[config.mk]
export PLATFORM = sky130hd
export DESIGN_NAME = aes_inv_round_iter
export DESIGN_NICKNAME = d
export VERILOG_FILES = /design/src/rtl/aes_pkg.sv /design/src/rtl/aes_inv_mixcol.sv /design/src/rtl/rev_aes_sbox.sv /design/src/rtl/aes_inv_round_iter.sv
export SDC_FILE = /design/constraint.sdc
export NUM_CORES = 2
export LEC_CHECK = 0
export BUFFER_PORTS_ARGS = -buffer_cell sky130_fd_sc_hd__buf_4
export CAP_MARGIN = 10
export CORE_UTILIZATION = 25
export DETAILED_ROUTE_END_ITERATION = 7
export PLACE_DENSITY = 0.41
export SYNTH_ARGS = -nofsm -noshare
export SYNTH_HDL_FRONTEND = slang
export SYNTH_HIERARCHICAL = 1
export SYNTH_SLANG_ARGS = --single-unit
[constraint.sdc]
create_clock -name clk -period 5.4 [get_ports clk]
set_clock_uncertainty 0.2 [all_clocks]
set_input_delay 0.54 -clock clk [delete_from_list [all_inputs] [get_ports clk]]
set_output_delay 0.54 -clock clk [all_outputs]
set_load 0.03 [all_outputs]
[src/rtl/aes_pkg.sv]
// Shared AES decryption types, constants and GF(2^8) constant multipliers.
package aes_pkg;

  localparam int NR = 10;
  localparam logic [3:0] KEY_IDX_FIRST = 4'hA;
  localparam logic [3:0] KEY_IDX_LAST  = 4'h0;

  typedef enum logic [1:0] {
    IDLE  = 2'd0,
    ROUND = 2'd1,
    DONE  = 2'd2
  } state_t;

  // Multiply by x modulo x^8 + x^4 + x^3 + x + 1.
  function automatic logic [7:0] xtime(input logic [7:0] b);
    return {b[6:0], 1'b0} ^ (b[7] ? 8'h1b : 8'h00);
  endfunction

  function automatic logic [7:0] gmul09(input logic [7:0] b);
    logic [7:0] x8;
    x8 = xtime(xtime(xtime(b)));
    return x8 ^ b;
  endfunction

  function automatic logic [7:0] gmul0b(input logic [7:0] b);
    logic [7:0] x2, x8;
    x2 = xtime(b);
    x8 = xtime(xtime(x2));
    return x8 ^ x2 ^ b;
  endfunction

  function automatic logic [7:0] gmul0d(input logic [7:0] b);
    logic [7:0] x4, x8;
    x4 = xtime(xtime(b));
    x8 = xtime(x4);
    return x8 ^ x4 ^ b;
  endfunction

  function automatic logic [7:0] gmul0e(input logic [7:0] b);
    logic [7:0] x2, x4, x8;
    x2 = xtime(b);
    x4 = xtime(x2);
    x8 = xtime(x4);
    return x8 ^ x4 ^ x2;
  endfunction

endpackage

[src/rtl/aes_inv_mixcol.sv]
// InvMixColumns on one 32-bit column; byte [31:24] is row 0.
module aes_inv_mixcol
  import aes_pkg::*;
(
  input  logic [31:0] col_in,
  output logic [31:0] col_out
);

  logic [7:0] a0, a1, a2, a3;

  assign a0 = col_in[31:24];
  assign a1 = col_in[23:16];
  assign a2 = col_in[15:8];
  assign a3 = col_in[7:0];

  assign col_out = {
    gmul0e(a0) ^ gmul0b(a1) ^ gmul0d(a2) ^ gmul09(a3),
    gmul09(a0) ^ gmul0e(a1) ^ gmul0b(a2) ^ gmul0d(a3),
    gmul0d(a0) ^ gmul09(a1) ^ gmul0e(a2) ^ gmul0b(a3),
    gmul0b(a0) ^ gmul0d(a1) ^ gmul09(a2) ^ gmul0e(a3)
  };

endmodule

[src/rtl/rev_aes_sbox.sv]
// AES inverse S-box, one byte, purely combinational lookup.
module rev_aes_sbox (
  input  logic [7:0] din,
  output logic [7:0] dout
);

  localparam logic [0:255][7:0] INV_SBOX = {
    128'h52096ad53036a538bf40a39e81f3d7fb,
    128'h7ce339829b2fff87348e4344c4dee9cb,
    128'h547b9432a6c2233dee4c950b42fac34e,
    128'h082ea16628d924b2765ba2496d8bd125,
    128'h72f8f66486689816d4a45ccc5d65b692,
    128'h6c704850fdedb9da5e154657a78d9d84,
    128'h90d8ab008cbcd30af7e45805b8b34506,
    128'hd02c1e8fca3f0f02c1afbd0301138a6b,
    128'h3a9111414f67dcea97f2cfcef0b4e673,
    128'h96ac7422e7ad3585e2f937e81c75df6e,
    128'h47f11a711d29c5896fb7620eaa18be1b,
    128'hfc563e4bc6d279209adbc0fe78cd5af4,
    128'h1fdda8338807c731b11210592780ec5f,
    128'h60517fa919b54a0d2de57a9f93c99cef,
    128'ha0e03b4dae2af5b0c8ebbb3c83539961,
    128'h172b047eba77d626e169146355210c7d
  };

  assign dout = INV_SBOX[din];

endmodule

[src/rtl/aes_inv_round_iter.sv]
// Iterative AES-128 decryption: initial AddRoundKey(10) then inverse rounds 9..1,
// one per clock; the result feeds the separate final-round stage.
module aes_inv_round_iter
  import aes_pkg::*;
(
  input  logic         clk,
  input  logic         rst,
  input  logic         in_valid,
  output logic         in_ready,
  input  logic [127:0] in_data,
  output logic [3:0]   key_idx,
  input  logic [127:0] rkey,
  output logic         out_valid,
  input  logic         out_ready,
  output logic [127:0] out_data
);

  state_t       state_reg, state_next;
  logic [3:0]   rnd_reg;
  logic [127:0] st_reg;
  logic [127:0] shifted, subbed, keyed, round_out;

  // Bytes are column-major: byte k sits at row k%4, column k/4.
  generate
    for (genvar gi = 0; gi < 16; gi++) begin : g_byte
      localparam int ROW = gi % 4;
      localparam int COL = gi / 4;
      localparam int SRC = 4 * ((COL - ROW + 4) % 4) + ROW;
      assign shifted[127-8*gi -: 8] = st_reg[127-8*SRC -: 8];
      rev_aes_sbox u_sbox (
        .din  (shifted[127-8*gi -: 8]),
        .dout (subbed[127-8*gi -: 8])
      );
    end
  endgenerate

  assign keyed = subbed ^ rkey;

  generate
    for (genvar gi = 0; gi < 4; gi++) begin : g_col
      aes_inv_mixcol u_mixcol (
        .col_in  (keyed[127-32*gi -: 32]),
        .col_out (round_out[127-32*gi -: 32])
      );
    end
  endgenerate

  always_ff @(posedge clk or posedge rst) begin
    if (rst) begin
      state_reg <= IDLE;
    end else begin
      state_reg <= state_next;
    end
  end

  always_ff @(posedge clk or posedge rst) begin
    if (rst) begin
      rnd_reg <= 4'd0;
      st_reg  <= '0;
    end else begin
      case (state_reg)
        IDLE: begin
          if (in_valid) begin
            st_reg  <= in_data ^ rkey;
            rnd_reg <= 4'(NR - 1);
          end
        end
        ROUND: begin
          st_reg <= round_out;
          // The counter parks at 1 on the last round rather than reaching 0.
          if (rnd_reg != 4'd1) begin
            rnd_reg <= rnd_reg - 4'd1;
          end
        end
        default: ;
      endcase
    end
  end

  always_comb begin
    state_next = state_reg;
    case (state_reg)
      IDLE:    if (in_valid) state_next = ROUND;
      ROUND:   if (rnd_reg == 4'd1) state_next = DONE;
      DONE:    if (out_ready) state_next = IDLE;
      default: state_next = IDLE;
    endcase
  end

  always_comb begin
    in_ready  = 1'b0;
    out_valid = 1'b0;
    key_idx   = KEY_IDX_FIRST;
    case (state_reg)
      IDLE: begin
        in_ready = ~rst;
        key_idx  = KEY_IDX_FIRST;
      end
      ROUND:   key_idx = rnd_reg;
      DONE: begin
        out_valid = 1'b1;
        key_idx   = KEY_IDX_LAST;
      end
      default: ;
    endcase
  end

  assign out_data = st_reg;

endmodule

======== Word level (Yosys, flattened, before mapping) ========
Memory sizes are Yosys's and may differ from the RTL's.
Cells that the tools add are included.
storage, ports and cells
  output and inout bits ................... 134
  input bits .............................. 260
  memories ................................ 16
  ROM bits ................................ 32,768
  logic and storage cells ................. 352
  register bits after elaboration ......... 134
memory list
  name              depth  bits a word  rd ports  clocked after Yosys merged registers in  wr ports  line                text
  (name not given)  256    8            1         0                                        0         rev_aes_sbox.sv:26  assign dout = INV_SBOX[din];
  (name not given)  256    8            1         0                                        0         rev_aes_sbox.sv:26
  (name not given)  256    8            1         0                                        0         rev_aes_sbox.sv:26
  (name not given)  256    8            1         0                                        0         rev_aes_sbox.sv:26
  (name not given)  256    8            1         0                                        0         rev_aes_sbox.sv:26
  (name not given)  256    8            1         0                                        0         rev_aes_sbox.sv:26
  10 more memories  n/a    n/a          n/a       n/a                                      n/a       n/a
cells by class
  reduce and logical (&&, ||, !) cells .... 5
  add/subtract/negate cells ............... 1
  bitwise logic cells ..................... 211
  magnitude comparators ................... 16
  equality and inequality tests ........... 8
  mux-type cells .......................... 92
operators by type and width
  kind                                               count
  bitwise XOR 8 bit                                  186
  2-to-1 mux 8 bit                                   32
  one-hot mux 128 bit (2 select lines)               1
  bitwise XOR 128 bit                                2
  2-to-1 mux 5 bit                                   48
  >= comparator 9 bit (second input constant)        16
  NOT 8 -> 9 bit                                     16
  2-to-1 mux 128 bit                                 1
  bitwise XOR 8 x 5 -> 8 bit                         6
  one-hot mux 4 bit (2 select lines)                 2
  2-to-1 mux 4 bit                                   2
  != test 2 bit (second input constant)              4
  2-to-1 mux 2 bit                                   3
  one-hot mux 2 bit (3 select lines)                 1
  AND reduction 3 bit                                2
  == test 4 x 1 -> 1 bit (second input constant)     1
  != test 4 x 1 -> 1 bit (second input constant)     1
  subtractor 4 x 1 -> 4 bit (second input constant)  1
  == test 2 x 1 -> 1 bit (second input constant)     1
  == test 2 bit (second input constant)              1
  zero test 2 bit                                    1
  2-to-1 mux 1 bit                                   2
  AND reduction 2 bit                                1
  nonzero test 2 bit                                 1
  NOT 1 bit                                          1

======== Longest topological paths before layout ========
  depth after elaboration ................. 17
  mapped depth ............................ 19
  mapped depth without buffers ............ 14

======== By module ========
Netlist, hierarchy kept.
by module, submodules not included
  module                                 area each (sq um)  cells an instance  instances
  rev_aes_sbox at g_byte[15].u_sbox ...  3,368.2            545                10
  rev_aes_sbox at g_byte[10].u_sbox ...  3,454.6            531                5
  aes_inv_mixcol                         2,249.7            213                4
  aes_inv_round_iter                     7,788.7            725                1
  rev_aes_sbox at g_byte[0].u_sbox       3,763.6            554                1

======== Least setup slack after synthesis ========
Ideal clock, no wire load.
  path type ............................... reg-to-reg
  from .................................... reg st_reg[24] (netlist: out_data[24])
  to ...................................... reg st_reg[6] (netlist: out_data[6])
  cell stages (with the launch flop) ...... 19
  data arrival time ....................... 4.800 ns
  data required time ...................... 5.074 ns
  path slack .............................. 0.274 ns
  clock period less this slack ............ 5.126 ns
  path through ............................ dfrtp_1 -> buf_2 -> buf_2 -> inv_1 -> ha_1 -> buf_2 -> clkbuf_1 -> nand2_1 -> a311oi_1 -> o21bai_1 -> a221o_1 -> o21ai_1 -> xor2_1 -> buf_6 -> xnor3_1 -> xor3_1 -> xnor3_1 -> xor2_1 -> a221o_1
on the way
  cells in the longest elaborated chain, start to end .. 15
RTL lines
  item                                                 line                      text
  from (decl)                                          aes_inv_round_iter.sv:20  logic [127:0] st_reg;
  from (signal assigned)                               aes_inv_round_iter.sv:64  st_reg <= in_data ^ rkey;
  from (signal assigned)                               aes_inv_round_iter.sv:69  st_reg <= round_out;
  NOT 8 -> 9 bit (not written as such)                 rev_aes_sbox.sv:26
  memory read (256 x 8 bit)                            n/a
  2-to-1 mux 8 bit (not written as such) (2 in a row)  rev_aes_sbox.sv:26
  net subbed[31]                                       aes_inv_round_iter.sv:21  logic [127:0] shifted, subbed, keyed, round_out;
  bitwise XOR 128 bit                                  aes_inv_round_iter.sv:37  assign keyed = subbed ^ rkey;
  net keyed[31]                                        aes_inv_round_iter.sv:21
  2-to-1 mux 5 bit                                     aes_pkg.sv:16             return {b[6:0], 1'b0} ^ (b[7] ? 8'h1b : 8'h00);
  bitwise XOR 8 bit (3 in a row)                       aes_pkg.sv:16
  bitwise XOR 8 bit (2 in a row)                       aes_pkg.sv:29             return x8 ^ x2 ^ b;
  bitwise XOR 8 bit (3 in a row)                       aes_inv_mixcol.sv:20      gmul0b(a0) ^ gmul0d(a1) ^ gmul09(a2) ^ gmul0e(a3)
  net round_out[6]                                     aes_inv_round_iter.sv:21
  one-hot mux 128 bit (2 select lines)                 aes_inv_round_iter.sv:61  case (state_reg)
The timed path passes the listed nets, and every way through them passes these cells. The select of a mux whose other input is x is not followed.
A chain may end at the register's enable or synchronous reset.

======== Worst setup path after layout ========
  from .................................... reg st_reg[24] (netlist: out_data[24])
  to ...................................... reg st_reg[12] (netlist: out_data[12])
on the way
  elaborated cells between the ends (all ways) .. 17
  those cells by class .................... 6 x mux; 10 x bitwise; 1 x memory
RTL lines
  item                                                 line                      text
  NOT 8 -> 9 bit (not written as such)                 rev_aes_sbox.sv:26
  memory read (256 x 8 bit)                            n/a
  2-to-1 mux 8 bit (not written as such) (2 in a row)  rev_aes_sbox.sv:26
  net subbed[28]                                       aes_inv_round_iter.sv:21
  bitwise XOR 128 bit                                  aes_inv_round_iter.sv:37
  net keyed[28]                                        aes_inv_round_iter.sv:21
  bitwise XOR 8 bit                                    aes_pkg.sv:36             return x8 ^ x4 ^ b;
  bitwise XOR 8 bit (3 in a row)                       aes_inv_mixcol.sv:19      gmul0d(a0) ^ gmul09(a1) ^ gmul0e(a2) ^ gmul0b(a3),
  net round_out[12]                                    aes_inv_round_iter.sv:21
  one-hot mux 128 bit (2 select lines)                 aes_inv_round_iter.sv:61
The timed path passes the listed nets, and every way through them passes these cells. The select of a mux whose other input is x is not followed.

==> reports/metrics.csv <==
metric;value;unit
outcome;finished with violations;
violations;DRC;
hp-class;in -> reg;
clk_path_buf_depth;3;
drtIter0Drc;14000;
gp_congestion;1.03;
yosys_warnings;6;
fp.coreArea;0.283;mm2
grt_start_max_net_pins;132;
synth-seq-cells;134;
cts_root_buffer;clkbuf_16;
dpl.hpwl;342;mm
synth_area_leaders;xnor2_1 (7.8%), ha_1 (5.9%), a21oi_1 (5.4%), o21ai_0 (5.4%), dfrtp_1 (4.7%);
dr.pass1.iters;8;
layout-drive-gt1-share;0.192;
largest_reg_flops;128;
cp.arrival;5.61;ns
die_area;0.288;mm2
ys_seq_area_frac;0.0469;
io_buffers;393;
path_class;reg -> reg;
numCtsBuffers;25;
cts_max_level;4;
gr-usage-all-layers;0.297;
cts_tree;done;
finalHoldViolations;0;
cts.clk_slew.worst_paths;0.08;ns
fin_nets;11200;
ios;394;
synth.avg_cell_area;6.99;um2
crit_fanout;16;
ys.flop_type;dfrtp_1;
synth_cells;10200;
layout_min_cycle_time;5.34;ns
die_w;537;um
postSynthNetCount;10800;
synth_edf_count;0;
antenna_found_initial;11;
rsz0062_at_grt;no;
ys_async_sr_fraction;1.00;
postLayoutCellArea;0.0837;mm2
final-setup-viol-count;0;
grt_pass1_wl;643;mm
syn2layout_area_growth;17.0;%
grt_pass1_vias;86500;
drc_errors;4;
vias;91200;
wirelength;451;mm
worstSetupStartpointType;register;
grt_overflow_total;0;
vias_per_cell;6.35;
max_freq;187;MHz
ant_nets;0;
avgRoutedWirePerCell;31.4;um
die_h;537;um
synth_top_cell_by_area;xnor2_1;
finalCritPeriodShare;0.988;
initial_core_util;0.252;
cts.sinks;134;
placed_area;0.0827;mm2
synth_cell_types;96;
synth.top_cell.area_share;0.0777;
tightest_slew;1.10;ns
worstPathRequired;5.67;ns
num_rows;195;
cap_violations;0;
insertion_delay;0.60;ns
synth_area;0.0715;mm2
maxSlewHeadroom;0.265;
end_kind;register;
antennaDiodeCount;0;
drv_slew;0;
## cells by family (layout without fill, tap and decap cells)
logic type,after synthesis,in the layout,share of synthesized area
muxes,250,250,0.0506
xor gates and xnor gates,1055,1055,0.155
buffers and inverters,1424,1794,0.0985
and+or+nand+nor,3267,3267,0.228
AOI/OAI and AO/OA,3770,3770,0.363
DFF,134,134,0.0469
adders and majority gates,336,336,0.0588
## worst max-delay path, stage by stage (launching register included)
cell and delay, ns:
dfrtp_1 0.36, buf_4 0.29, ha_1 0.47, buf_4 0.24, nand2_1 0.15, a311oi_1 0.46
o21ai_0 0.16, a21oi_1 0.19, a211oi_1 0.12, a311oi_2 0.38, buf_4 0.19, xor2_1 0.42
buf_4 0.21, xnor2_1 0.08, xnor2_1 0.34, xnor3_1 0.46, xnor2_1 0.16, a221o_1 0.32
## layout by cell type, fill, tap and decap left out, drive strengths merged, types with 71 or more instances in the layout
cell    count
o211ai    178
dfrtp     134
a221oi    115
mux2i     113
mux4       84
nor2b     266
inv       200
a31oi     248
nand2b    334
xnor3     108
nand4      92
o22ai      80
a211oi    219
a21oi     775
and3      100
xor2      293
a221o     184
ha        336
buf      1537
o31ai     132
nor2      663
nor3      244
o311ai    145
nand2     839
nand3     389
a21o       71
o21ai     805
xnor2     638
a311oi    231
or2       121
## synth_stat cells (108+ instances only)
| library cell | number |
|---|---|
| a211oi_1 | 219 |
| a21oi_1 | 770 |
| a221o_1 | 184 |
| a221oi_1 | 115 |
| a311oi_1 | 231 |
| a31oi_1 | 248 |
| buf_2 | 589 |
| clkbuf_1 | 414 |
| dfrtp_1 | 134 |
| ha_1 | 336 |
| inv_1 | 179 |
| mux2i_1 | 113 |
| nand2_1 | 829 |
| nand2b_1 | 314 |
| nand3_1 | 389 |
| nor2_1 | 635 |
| nor2b_1 | 261 |
| nor3_1 | 244 |
| o211ai_1 | 168 |
| o21ai_0 | 769 |
| o311ai_0 | 121 |
| o31ai_1 | 132 |
| xnor2_1 | 634 |
| xnor3_1 | 108 |
| xor2_1 | 284 |
## per-stage QoR
step / hold WS (ns) / TNS, ns / instances / setup slack [ns] / util
after floorplan: 0.296 / 0 / 10200 / 0.274 / -
after global placement: 0.354 / -4.76 / 14300 / -0.358 / 0.292
after detailed placement: 0.359 / -1.61 / 14300 / -0.189 / 0.292
after CTS: 0.0486 / 0 / 14300 / 0.0173 / 0.295
after global routing: 0.102 / 0 / 14300 / 0.0000746 / 0.295
final: 0.0962 / 0 / 14300 / 0.0626 / 0.295
## routing by layer
metal  global-route usage  part of all wire  vias up
met5                    0          0.000029        -
met4                0.140             0.057        2
met3               0.0563              0.10     1240
met2                0.454              0.43     6670
met1                0.400              0.41    44200
li1                     -                 -    39000
## path summary, 6_finish.rpt
path	start	end	slack, ns	depth (start not counted)
min in group asynchronous	rst	rnd_reg[2]	0.34	3
max in group asynchronous	rst	out_data[34]	3.26	4
worst max-delay path	out_data[24]	out_data[12]	0.06	17
worst min register to register	rnd_reg[2]	rnd_reg[2]	0.38	1
worst max register to register	out_data[24]	out_data[12]	0.06	17
worst min-delay path	in_data[95]	out_data[95]	0.1	4
## what timing repair did
action | in CTS | in global routing
gates resized for setup | 11 | 44
buffers inserted | 3 | 3
endpoints found under the hold margin | 62 | 0
pin swaps | 0 | 1
endpoints found under the setup margin | 23 | 65
hold buffers | 2 | 0
## area by class of cell
cell class | instances | area (um2)
fill | 31300 | 200000
multi-input combinational | 8678 | 61300
timing repair buffer | 1539 | 12600
tap | 3743 | 4680
sequential | 134 | 3520
inverter | 222 | 845
clock buffer | 29 | 681
clock inverter | 4 | 20.0
Power is not shown: default switching activity piles up to over one toggle a cycle in this logic, so the estimate is an artifact.
